File: src/rtl/calc_input_stage.sv
// calc_input_stage: conditions raw board buttons and switches for the calc datapath.
//
// Every button and switch passes through a two-flop synchronizer. Each button is then
// debounced. A rising debounced btnd yields one op_valid strobe, and a rising debounced
// btnu yields one acc_clear strobe. Holding a button never repeats its strobe.
//
// Ports:
//   clk        system clock, rising edge
//   resetn     synchronous, active-low reset
//   btnc       raw centre button (opcode bit 1)
//   btnl       raw left button   (opcode bit 2)
//   btnu       raw up button     (accumulator clear request)
//   btnr       raw right button  (opcode bit 0)
//   btnd       raw down button   (apply operation)
//   sw[15:0]   raw operand switches (synchronized only, not debounced)
//   op_valid   one-cycle strobe: apply op_code/op_data
//   op_code    {btnl,btnc,btnr} debounced levels captured at the apply event
//   op_data    synchronized sw captured at the apply event
//   acc_clear  one-cycle strobe: clear accumulator
module calc_input_stage #(
  parameter int unsigned DEBOUNCE_CNT = 4,
  parameter int unsigned CNT_W        = $clog2(DEBOUNCE_CNT + 1)
) (
  input  logic        clk,
  input  logic        resetn,
  input  logic        btnc,
  input  logic        btnl,
  input  logic        btnu,
  input  logic        btnr,
  input  logic        btnd,
  input  logic [15:0] sw,
  output logic        op_valid,
  output logic [2:0]  op_code,
  output logic [15:0] op_data,
  output logic        acc_clear
);

  localparam int NumBtn = 5;
  // Bit positions of each button in the packed button vectors.
  localparam int BtnD = 0;
  localparam int BtnU = 1;
  localparam int BtnL = 2;
  localparam int BtnC = 3;
  localparam int BtnR = 4;

  localparam logic [CNT_W-1:0] CntMax = CNT_W'(DEBOUNCE_CNT - 1);
  localparam logic [CNT_W-1:0] CntOne = CNT_W'(1);

  logic [NumBtn-1:0] btn_raw;
  assign btn_raw = {btnr, btnc, btnl, btnu, btnd};

  logic [NumBtn-1:0]            btn_s1_q, btn_s2_q;
  logic [NumBtn-1:0]            stable_q, stable_d;
  logic [NumBtn-1:0][CNT_W-1:0] cnt_q, cnt_d;
  logic [15:0]                  sw_s1_q, sw_s2_q;
  logic                         prev_d_q, prev_u_q;
  logic                         rise_d, rise_u;

  logic        op_valid_q, op_valid_d;
  logic        acc_clear_q, acc_clear_d;
  logic [2:0]  op_code_q, op_code_d;
  logic [15:0] op_data_q, op_data_d;

  // Debounce: a level change needs DEBOUNCE_CNT consecutive mismatching cycles; any
  // matching cycle restarts the count.
  always_comb begin
    stable_d = stable_q;
    for (int i = 0; i < NumBtn; i++) begin
      cnt_d[i] = '0;
      if (btn_s2_q[i] != stable_q[i]) begin
        if (cnt_q[i] == CntMax) begin
          stable_d[i] = btn_s2_q[i];
        end else begin
          cnt_d[i] = cnt_q[i] + CntOne;
        end
      end
    end
  end

  assign rise_d = stable_q[BtnD] & ~prev_d_q;
  assign rise_u = stable_q[BtnU] & ~prev_u_q;

  // A clear event wins over a coincident apply event and leaves op_code/op_data alone.
  always_comb begin
    op_valid_d  = 1'b0;
    acc_clear_d = 1'b0;
    op_code_d   = op_code_q;
    op_data_d   = op_data_q;
    if (rise_u) begin
      acc_clear_d = 1'b1;
    end else if (rise_d) begin
      op_valid_d = 1'b1;
      op_code_d  = {stable_q[BtnL], stable_q[BtnC], stable_q[BtnR]};
      op_data_d  = sw_s2_q;
    end
  end

  always_ff @(posedge clk) begin
    if (!resetn) begin
      btn_s1_q    <= '0;
      btn_s2_q    <= '0;
      stable_q    <= '0;
      cnt_q       <= '0;
      sw_s1_q     <= '0;
      sw_s2_q     <= '0;
      prev_d_q    <= 1'b0;
      prev_u_q    <= 1'b0;
      op_valid_q  <= 1'b0;
      acc_clear_q <= 1'b0;
      op_code_q   <= '0;
      op_data_q   <= '0;
    end else begin
      btn_s1_q    <= btn_raw;
      btn_s2_q    <= btn_s1_q;
      stable_q    <= stable_d;
      cnt_q       <= cnt_d;
      sw_s1_q     <= sw;
      sw_s2_q     <= sw_s1_q;
      prev_d_q    <= stable_q[BtnD];
      prev_u_q    <= stable_q[BtnU];
      op_valid_q  <= op_valid_d;
      acc_clear_q <= acc_clear_d;
      op_code_q   <= op_code_d;
      op_data_q   <= op_data_d;
    end
  end

  assign op_valid  = op_valid_q;
  assign acc_clear = acc_clear_q;
  assign op_code   = op_code_q;
  assign op_data   = op_data_q;

endmodule
File: config.mk
export PLATFORM = sky130hd
export DESIGN_NAME = calc_input_stage
export DESIGN_NICKNAME = d
export VERILOG_FILES = /design/src/rtl/calc_input_stage.sv
export SDC_FILE = /design/constraint.sdc
export NUM_CORES = 1
export LEC_CHECK = 0
export CORE_MARGIN = 2
export CORE_UTILIZATION = 35
export DETAILED_ROUTE_END_ITERATION = 10
export PLACE_DENSITY_LB_ADDON = 0.08
export SLEW_MARGIN = 25
export SYNTH_ARGS = -nofsm -noshare
export SYNTH_HDL_FRONTEND = slang
export SYNTH_SLANG_ARGS = --single-unit
File: constraint.sdc
create_clock -name clk -period 1.3 [get_ports clk]
set_clock_uncertainty 0.2 [all_clocks]
set_input_delay 0.195 -clock clk [delete_from_list [all_inputs] [get_ports clk]]
set_output_delay 0.195 -clock clk [all_outputs]
set_load 0.01 [all_outputs]
==> results by group <==
Routing
  – Vias post-DR: 1730
  – WL final: 4.49 mm
  – Post-DRT Antenna Nets: 0
  – 1st-iter DRT viols: 45
  – Drt pass-1 iters: 2
  – DRC viols: 0
  – DR vias/cell: 4.13
  – Routed len/inst: 10.7 um

Power and ir drop
  – VDD IR max: 0.619 mV
  – Power Dens Cells: 1330 nW/um^2
  – Leakage: 1.48 nW

STA
  – RSZ-0062 raised after global routing: true
  – Normalized max-slew margin: 0.877
  – Worst-margin pin slew: 185 ps
  – Final Setup Violations: 20
  – Final Critical Period: 1390 ps
  – Fmax: 722 MHz
  – Period utilization: 1.07
  – Final Max Tran Viols: 0
  – Setup WS post-layout: -85.8 ps
  – Fin. Hold Viols: 0

Finish
  – Register area: 1740 um^2
  – Multi-input gate area: 1080 um^2
  – Filler cells: 735
  – Antenna Cells: 0
  – Commonest cells after routing, fill and taps aside: dfxtp_1 (58), and2_1 (44), nand2_1 (38)
  – Final Net Count: 345
  – Area grow syn2layout: 32.1%
  – Commonest non-fill, non-tap cell in the layout: dfxtp_1
  – Fin util: 0.478
  – Layout cells sized above 1: 0.284
  – Finished Layout Cells: 419

Status
  – Status: finished with violations
  – Violated checks: negative setup slack

GRT
  – Total GRT Usage: 0.104
  – Global route total overflow: 0
  – Vias in the first global route: 1578
  – Number of antenna violations at the first check in global routing: 0
  – First-pass GRT wire length: 6.92 mm
  – Largest net degree at the start of global routing: 50

Critical path
  – Critical path class: reg2reg
  – Critical path data required time: 1380 ps
  – CP endpoint kind: register
  – Crit start category: register
  – CP arrival: 1460 ps
  – Maximum fanout along the worst path: 5

Min path
  – HP Class: in2reg

Placed design
  – Detailed Place HPWL: 2.47 mm
  – Placed insts: 395
  – Port bufs: 43
  – Routability congestion estimate from global placement: 0.666

Synthesis
  – Cell taking the most area after synthesis: dfxtp_1
  – Yosys cell types: 16
  – Post-synth top area share: 0.606
  – Ys Warns: 0
  – Post-Syn Nets: 290
  – Syn Inst Count: 257
  – Post-synthesis sequential area ratio: 0.606
  – Cell Area, Synth: 2810 um^2
  – Mapped Avg Cell Area: 10.9 um^2
  – Top post-synthesis cells by area: dfxtp_1 (61%), and2_1 (9.8%), mux2i_1 (8.5%), nand2_1 (5.1%), ha_1 (4.5%)
  – FF+latch count, synth: 85

Floorplanning
  – Top-level I/O count: 44
  – FP Rows: 32
  – Die H: 93.6 um
  – Die width: 93.6 um
  – Starting Density: 0.362
  – Core area: 7770 um^2
  – DIE AREA: 8760 um^2

Clock network
  – Clk sinks: 85
  – CTS tree: yes
  – CTS Root Cell: clkbuf_8
  – CTS H-tree lvls: 3
  – Longest Clk Path Bufs: 2
  – Clk Latency, worst-skew pair: 350 ps
  – Clock slew at reported path FFs: 90 ps
  – Total CTS buffers: 9

Run
  – Max-Cap Viols: 0
-- cell type report --
type                       instances  share of cell area
clock buffer                       9              0.0334
clock inverter                     7              0.0280
inverter                          10              0.0101
multi-input combinational        150               0.292
sequential                        85               0.467
tap                              102              0.0344
timing repair buffer              56               0.135
-- what timing repair did --
item                       in CTS  in global routing
setup endpoints to repair      43                 38
pin swaps                       1                 10
hold buffers                    1                  0
cloned                          0                  3
gates resized for setup       102                 26
buffers inserted                0                  4
hold endpoints to repair        3                  0
-- worst max-delay path, stage by stage (launching register included) --
cell,delay [ps]
dfxtp_2,330
nor2b_4,120
nor3b_4,170
buf_6,160
clkbuf_16,160
mux2i_1,170
-- flip-flops by register name (all words and copies together), names as in the netlist, 3 cells and up --
register	count
op_code	3
sw_s2_q	16
btn_s2_q	5
sw_s1_q	16
btn_s1_q	5
cnt_q	15
op_data	16
stable_q	5
-- cell usage after synthesis --
library cell / n
buf_2: 4
nor2b_1: 6
and2_2: 1
and2_1: 44
inv_1: 10
nand2_1: 38
nor3b_4: 1
nor2_1: 15
ha_1: 10
buf_6: 3
dfxtp_1: 85
xor2_1: 5
nand3b_1: 5
clkbuf_1: 5
nor2b_4: 1
mux2i_1: 24
-- kinds of logic (layout without fill, tap and decap cells) --
kind of cell / Yosys count / count (layout) / share of synthesized area
adder cells (fa/ha/maj): 10 / 10 / 0.0445
XOR/XNOR: 5 / 5 / 0.0156
buffers and inverters: 22 / 82 / 0.0392
multiplexers: 24 / 24 / 0.0855
flip-flops: 85 / 85 / 0.606
AND/OR/NAND/NOR: 111 / 111 / 0.210
-- power by group --
part / leakage, nW / internal, mW / switching [mW] / total (mW)
logic: 0.658 / 0.112 / 0.0650 / 0.177
clock network: 0.115 / 1.11 / 0.967 / 2.08
registers: 0.708 / 2.67 / 0.0177 / 2.68
-- routing by layer --
metal  GRT usage  wire (um)  vias to the layer above
li1            -          -                      911
met1       0.124       2140                      778
met5           0          0                        -
met2       0.158       2040                       33
met3      0.0508        254                        8
met4      0.0435         64                        0
-- per-stage QoR --
| stage | worst slack, ps | cell area (um^2) | hold WS (ps) | total power, mW | TNS (ps) |
|---|---|---|---|---|---|
| 2_1_floorplan | 41.5 | 2810 | 122 | 2.83 | 0 |
| 3_3_place_gp | 2.89 | 3370 | 207 | 2.92 | 0 |
| 3_5_place_dp | -34.1 | 3370 | 214 | 2.92 | -356 |
| 4_1_cts | -62.3 | 3540 | 16.5 | 5.03 | -869 |
| 5_1_grt | -142 | 3710 | 21.9 | 5.19 | -2360 |
| 6_report | -85.8 | 3710 | 29.4 | 4.94 | -1310 |
-- path summary, 6_finish.rpt --
check	start	end	slack, ps	depth (start not counted)
max	stable_q[1]	op_data[9]	-90	5
min	resetn	cnt_q[6]	30	3
min reg2reg	cnt_q[0]	cnt_q[0]	200	1
max reg2reg	stable_q[1]	op_data[9]	-90	5
No activity file was read; power rests on OpenSTA's default activity.
